## src/rtl/mod_updown_counter_if.sv

```systemverilog
// Bundle of control inputs and status outputs for mod_updown_counter.
// The master side drives en/up/load/load_val and observes q/tc/ovf.
interface mod_updown_counter_if #(
   parameter int WIDTH = 4
);
   logic             en;
   logic             up;
   logic             load;
   logic [WIDTH-1:0] load_val;
   logic [WIDTH-1:0] q;
   logic             tc;
   logic             ovf;

   modport master (
      output en, up, load, load_val,
      input  q, tc, ovf
   );

   modport slave (
      input  en, up, load, load_val,
      output q, tc, ovf
   );
endinterface

```

## src/rtl/mod_updown_counter.sv

```systemverilog
// Synchronous modulo-MODULUS up/down counter with enable, clamped parallel
// load, sticky overflow flag and combinational terminal count.
// Build option: define COUNTER_SATURATE_EN to hold at the limits instead of
// wrapping (ovf still sets on the blocked step; tc is unchanged).
module mod_updown_counter #(
   parameter int WIDTH     = 4,
   parameter int MODULUS   = 16,
   parameter int RESET_VAL = 0
) (
   input logic                 clk,
   input logic                 reset,
   mod_updown_counter_if.slave bus
);

   // Load comparison is done one bit wider so MODULUS == 2**WIDTH is representable.
   localparam logic [WIDTH:0]   MOD_W = (WIDTH+1)'(MODULUS);
   localparam logic [WIDTH-1:0] MAX_Q = WIDTH'(MODULUS - 1);
   localparam logic [WIDTH-1:0] RST_Q = WIDTH'(RESET_VAL);

   logic [WIDTH-1:0] q_r;
   logic [WIDTH-1:0] q_nxt;
   logic             ovf_r;
   logic             ovf_nxt;
   logic             at_top;
   logic             at_bot;
   logic [WIDTH-1:0] load_q;

   assign at_top = (q_r == MAX_Q);
   assign at_bot = (q_r == '0);

   // Out-of-range load values clamp to the top of the count range.
   always_comb begin
      load_q = MAX_Q;
      if ({1'b0, bus.load_val} < MOD_W) begin
         load_q = bus.load_val;
      end
   end

   // Next count/overflow state with priority load > en; reset is applied in the register.
   always_comb begin
      q_nxt   = q_r;
      ovf_nxt = ovf_r;
      if (bus.load) begin
         q_nxt   = load_q;
         ovf_nxt = 1'b0;
      end else if (bus.en) begin
         if (bus.up) begin
            if (at_top) begin
`ifdef COUNTER_SATURATE_EN
               q_nxt = q_r;
`else
               q_nxt = '0;
`endif
               ovf_nxt = 1'b1;
            end else begin
               q_nxt = q_r + WIDTH'(1);
            end
         end else begin
            if (at_bot) begin
`ifdef COUNTER_SATURATE_EN
               q_nxt = q_r;
`else
               q_nxt = MAX_Q;
`endif
               ovf_nxt = 1'b1;
            end else begin
               q_nxt = q_r - WIDTH'(1);
            end
         end
      end
   end

   // State register with synchronous active-high reset.
   always_ff @(posedge clk) begin
      if (reset) begin
         q_r   <= RST_Q;
         ovf_r <= 1'b0;
      end else begin
         q_r   <= q_nxt;
         ovf_r <= ovf_nxt;
      end
   end

   assign bus.q   = q_r;
   assign bus.ovf = ovf_r;
   assign bus.tc  = bus.en & ~bus.load & ((bus.up & at_top) | (~bus.up & at_bot));

endmodule

```

## src/flat_wrapper.sv

```systemverilog
// flat-port wrapper written by rule: the top's interface ports become plain ports
module mod_updown_counter_flat 
#(
   parameter int WIDTH     = 4,
   parameter int MODULUS   = 16,
   parameter int RESET_VAL = 0
)
  (clk, reset, bus_en, bus_up, bus_load, bus_load_val, bus_q, bus_tc, bus_ovf);
  mod_updown_counter_if #(.WIDTH(WIDTH)) bus_i ();
  input logic clk;
  input logic reset;
  input wire logic [$bits(bus_i.en)-1:0] bus_en;
  input wire logic [$bits(bus_i.up)-1:0] bus_up;
  input wire logic [$bits(bus_i.load)-1:0] bus_load;
  input wire logic [$bits(bus_i.load_val)-1:0] bus_load_val;
  output wire logic [$bits(bus_i.q)-1:0] bus_q;
  output wire logic [$bits(bus_i.tc)-1:0] bus_tc;
  output wire logic [$bits(bus_i.ovf)-1:0] bus_ovf;
  assign bus_i.en = bus_en;
  assign bus_i.up = bus_up;
  assign bus_i.load = bus_load;
  assign bus_i.load_val = bus_load_val;
  assign bus_q = bus_i.q;
  assign bus_tc = bus_i.tc;
  assign bus_ovf = bus_i.ovf;
  mod_updown_counter #(.WIDTH(WIDTH), .MODULUS(MODULUS), .RESET_VAL(RESET_VAL)) u_core (.clk(clk), .reset(reset), .bus(bus_i));
endmodule
```

## config.mk

```make
export PLATFORM = sky130hd
export DESIGN_NAME = mod_updown_counter_flat
export DESIGN_NICKNAME = d
export VERILOG_FILES = /design/src/rtl/mod_updown_counter_if.sv /design/src/rtl/mod_updown_counter.sv /design/src/flat_wrapper.sv
export SDC_FILE = /design/constraint.sdc
export NUM_CORES = 1
export LEC_CHECK = 0
export ABC_AREA = 1
export BUFFER_PORTS_ARGS = -buffer_cell sky130_fd_sc_hd__buf_4
export CORE_AREA = 2 2 39 41
export DETAILED_ROUTE_END_ITERATION = 7
export DIE_AREA = 0 0 41 43
export PLACE_DENSITY = 0.58
export SLEW_MARGIN = 20
export SYNTH_ARGS = -nofsm -noshare
export SYNTH_HDL_FRONTEND = slang
export SYNTH_SLANG_ARGS = --single-unit
```

## constraint.sdc

```tcl
create_clock -name clk -period 2 [get_ports clk]
set_clock_uncertainty 0.2 [all_clocks]
set_input_delay 0.2 -clock clk [delete_from_list [all_inputs] [get_ports clk]]
set_output_delay 0.2 -clock clk [all_outputs]
set_load 0.01 [all_outputs]
```

==> results <==
- The number of pins with negative max-slew slack in the final report came to 0.
- The final instance area is 523 sq um.
- The launch instance of the worst min-delay path is bus_load_val[1].
- The sequential cell area fraction in the yosys report is 27.4%.
- The clock sink count is 5.
- In this run, the number of DRC markers left after iteration 0 of detailed routing was 6.
- After synthesis the cells add up to 365 sq um.
- Once placement finished, the instance area stood at 485 sq um.
- Clock-pin slew was measured on the worst setup and hold paths at 0.04 ns.
- The largest fanout on the critical path is 6.
- The number of design rule violations left after detail routing is 0.
- The critical path arrival is 1.46 ns.
- Power spread over the standard cell area amounts to 605 nW/um^2.
- The number of cells on the worst hold path is 3.
- The mean cell area of the mapped netlist is 6.64 sq um.
- The clock reaches the later pin of the worst-skew pair after 0.24 ns.
- The slew at the pin with the worst max-slew slack is 0.281 ns.
- CTS placed an instance of sky130_fd_sc_hd__clkbuf_4 at the clock tree root.
- The total iterations of the first detailed-routing run is 4.
- The total routed wirelength is 874 um.
- The setup slack of the most critical reg-to-reg path is 0.47 ns.
- The capturing element type of the critical path is an output port.
- The buffer levels on the longest clock path is 2.
- The detailed-route via count is 424.
- The overall power is 317 uW.
- The achievable clock frequency is 538 MHz.
- For the worst flop-to-flop path, the logic depth is 8.
- The synthesis-to-layout area growth is 43.2%.
- After clock tree synthesis, the setup repair step added 0 buffers.
- Setup total negative slack on the finished layout was measured at 0 ns.
- After legalization and detailed placement, the total HPWL measured 706 um.
- The wire length of the first global-routing pass is 1460 um.
- In this run the critical register-to-register path is launched from u_core.bus.q[1].
- The repair_antennas step left the layout with diodes totalling 0.
- The maximum number of pins on one net before global-route repair is 9.
- The routed length per instance is 9.82 um.
- The post-route antenna net violation count is 0.
- Global routing finished with a remaining overflow of 0.
- The maximum ir drop on the vdd rail is 0.263 mV.
- The cell count after synthesis is 55.
- Routability-driven placement finished with a final weighted congestion of 0.717.
- Of the cells placed in the final design, the portion with a size suffix greater than 1 is 31.5%.
- The initial antenna violation count is 0.
- The initial utilization of the core area, before any placement, comes to 26.4%.
- The worst-case headroom to the max-slew limit is 81.2%.
- Setup violations remaining at the end of the flow were counted as 0.
- The class of the tightest hold or removal check is in2reg.
- The floorplan step defined a die boundary enclosing 1760 sq um.
- The max capacitance violation total is 0.
- The leakage power of the design is 0.000248 uW.
- The hold violation total from the final report was 0.
- The flow ran to the end, and the final reports show no timing, DRC or antenna violations.
- In this run the number of H-tree levels came out at 1.
- The kind of start point of the critical path is a flip-flop.
- The post-layout minimum cycle time is 1.86 ns.
- The end of the worst register-to-register path is u_core.bus.q[3].
- Using the TritonRoute via totals, the vias-per-cell ratio works out to 4.76.
- The width of the chip is 41 um.
- The total of warnings raised by yosys is 0.
- TritonCTS built the clock tree.
- Row generation in the floorplan step produced 14 rows.
- Global routing used 12.0% of the available tracks.
- Counting flops and latches in the post-synthesis netlist gives 5.
- The count of cell types in the netlist is 18.
- The required time at the worst-slack endpoint is 1.60 ns.
- During I/O placement, the number of pins put on the boundary was 15.
- The number of global-route vias before repair is 367.
- Dividing the final minimum period by the clock period gives 92.9%.
- The critical path start-end classification is reg2out.
- The die is 43 um tall.
- The count of port buffers added during placement is 14.
- Clock tree synthesis inserted a total of 3 buffers.
- The number of cells after detailed placement is 84.
- Setup repair after global routing left no endpoint under its margin.
- The net count of the finished layout is 85.
- After the flow finishes, the layout carries non-filler instances totaling 89.
- The endpoint with the worst hold slack is u_core.bus.q[1].
- The number of nets in the synthesized netlist is 66.
- The core outline area is 1380 sq um.
## synthesized netlist by cell type
library cell               count  area [sq um]
sky130_fd_sc_hd__a21oi_2       2          17.5
sky130_fd_sc_hd__nand2_1      14          52.6
sky130_fd_sc_hd__a31oi_1       1          6.26
sky130_fd_sc_hd__nand4_1       3          18.8
sky130_fd_sc_hd__a22oi_1       3          22.5
sky130_fd_sc_hd__or2_2         1          6.26
sky130_fd_sc_hd__inv_2         2          7.51
sky130_fd_sc_hd__inv_1         6          22.5
sky130_fd_sc_hd__xnor2_1       1          8.76
sky130_fd_sc_hd__buf_2         1          5.00
sky130_fd_sc_hd__a21oi_1       3          15.0
sky130_fd_sc_hd__dfxtp_1       5           100
sky130_fd_sc_hd__o21ai_1       1          5.00
sky130_fd_sc_hd__o211ai_1      1          7.51
sky130_fd_sc_hd__nand3_1       5          25.0
sky130_fd_sc_hd__xor2_1        1          8.76
sky130_fd_sc_hd__ha_1          2          25.0
sky130_fd_sc_hd__nor2_1        3          11.3
## stage by stage
stage / util, % / hold WS (ns) / setup slack (ns)
floorplan: - / 0.0624 / 0.478
global placement: 35.1 / 0.199 / 0.351
detailed placement: 35.1 / 0.198 / 0.333
CTS: 37.7 / 0.0378 / 0.0750
global route: 37.8 / 0.0515 / 0.00527
finish: 37.8 / 0.0399 / 0.142
## where the power goes
group	internal [uW]	switching, uW	total [uW]	leakage (uW)
Sequential	107	12.4	120	0.0000415
Combinational	42.9	40.8	83.7	0.000191
Clock	75.2	37.9	113	0.0000150
## area by class of cell
class                      count  area (sq um)
tap                           16          20.0
fill                         149           861
clock buffer                   4          26.3
multi-input combinational     41           230
timing repair buffer          15           115
inverter                       8          30.0
sequential                     5           101
## worst max path at each step
stage / start / endpoint / slack (ns) / cells past startpoint
after floorplan: u_core.bus.q[0] / bus_tc / 0.48 / 5
after global placement: u_core.bus.q[0] / bus_tc / 0.35 / 7
after detailed placement: u_core.bus.q[0] / bus_tc / 0.33 / 7
after CTS: u_core.bus.q[0] / bus_tc / 0.07 / 7
after global routing: u_core.bus.q[1] / bus_tc / 0.005 / 6
final: u_core.bus.q[1] / bus_tc / 0.14 / 7
## what timing repair did
item                                   CTS  global route
setup endpoints to repair                0             1
endpoints found under the hold margin    4             0
hold buffers                             1             0
resized for setup                        0             1
## cells in the final DEF, fill, tap and decap left out, drive strengths merged
cell          n
buf          14
o21ai         1
inv           8
xor2          1
a31oi         1
xnor2         1
nand3         5
dfxtp         5
nand2        14
or2           1
ha            2
a22oi         3
clkbuf        4
dlygate4sd3   1
a21oi         5
o211ai        1
nor2          3
nand4         3
## critical path: stages (launching register included)
cell                      delay (ns)
sky130_fd_sc_hd__dfxtp_1        0.43
sky130_fd_sc_hd__inv_1          0.11
sky130_fd_sc_hd__ha_1           0.22
sky130_fd_sc_hd__nand4_1        0.11
sky130_fd_sc_hd__o21ai_1        0.07
sky130_fd_sc_hd__nand2_1        0.09
sky130_fd_sc_hd__nor2_1         0.05
sky130_fd_sc_hd__buf_4          0.13
## kinds of logic after synthesis
family / synth area share [%]
xor gates and xnor gates: 4.80
AOI/OAI and AO/OA: 20.2
adders and majority gates: 6.85
and+or+nand+nor: 31.2
DFF: 27.4
buffers and inverters: 9.59
## metal layers
layer / vias to the layer above / wire (um) / track usage (%)
met3: 0 / 49 / 6.28
met2: 12 / 434 / 16.9
li1: 222 / - / -
met1: 190 / 391 / 15.3
met4: 0 / 0 / 4.00
met5: - / 0 / 0
## sequential cells by signal (all words and copies together) (netlist names)
signal,count
u_core.bus.ovf,1
u_core.bus.q,4
Power figures use the tool's default switching activity.
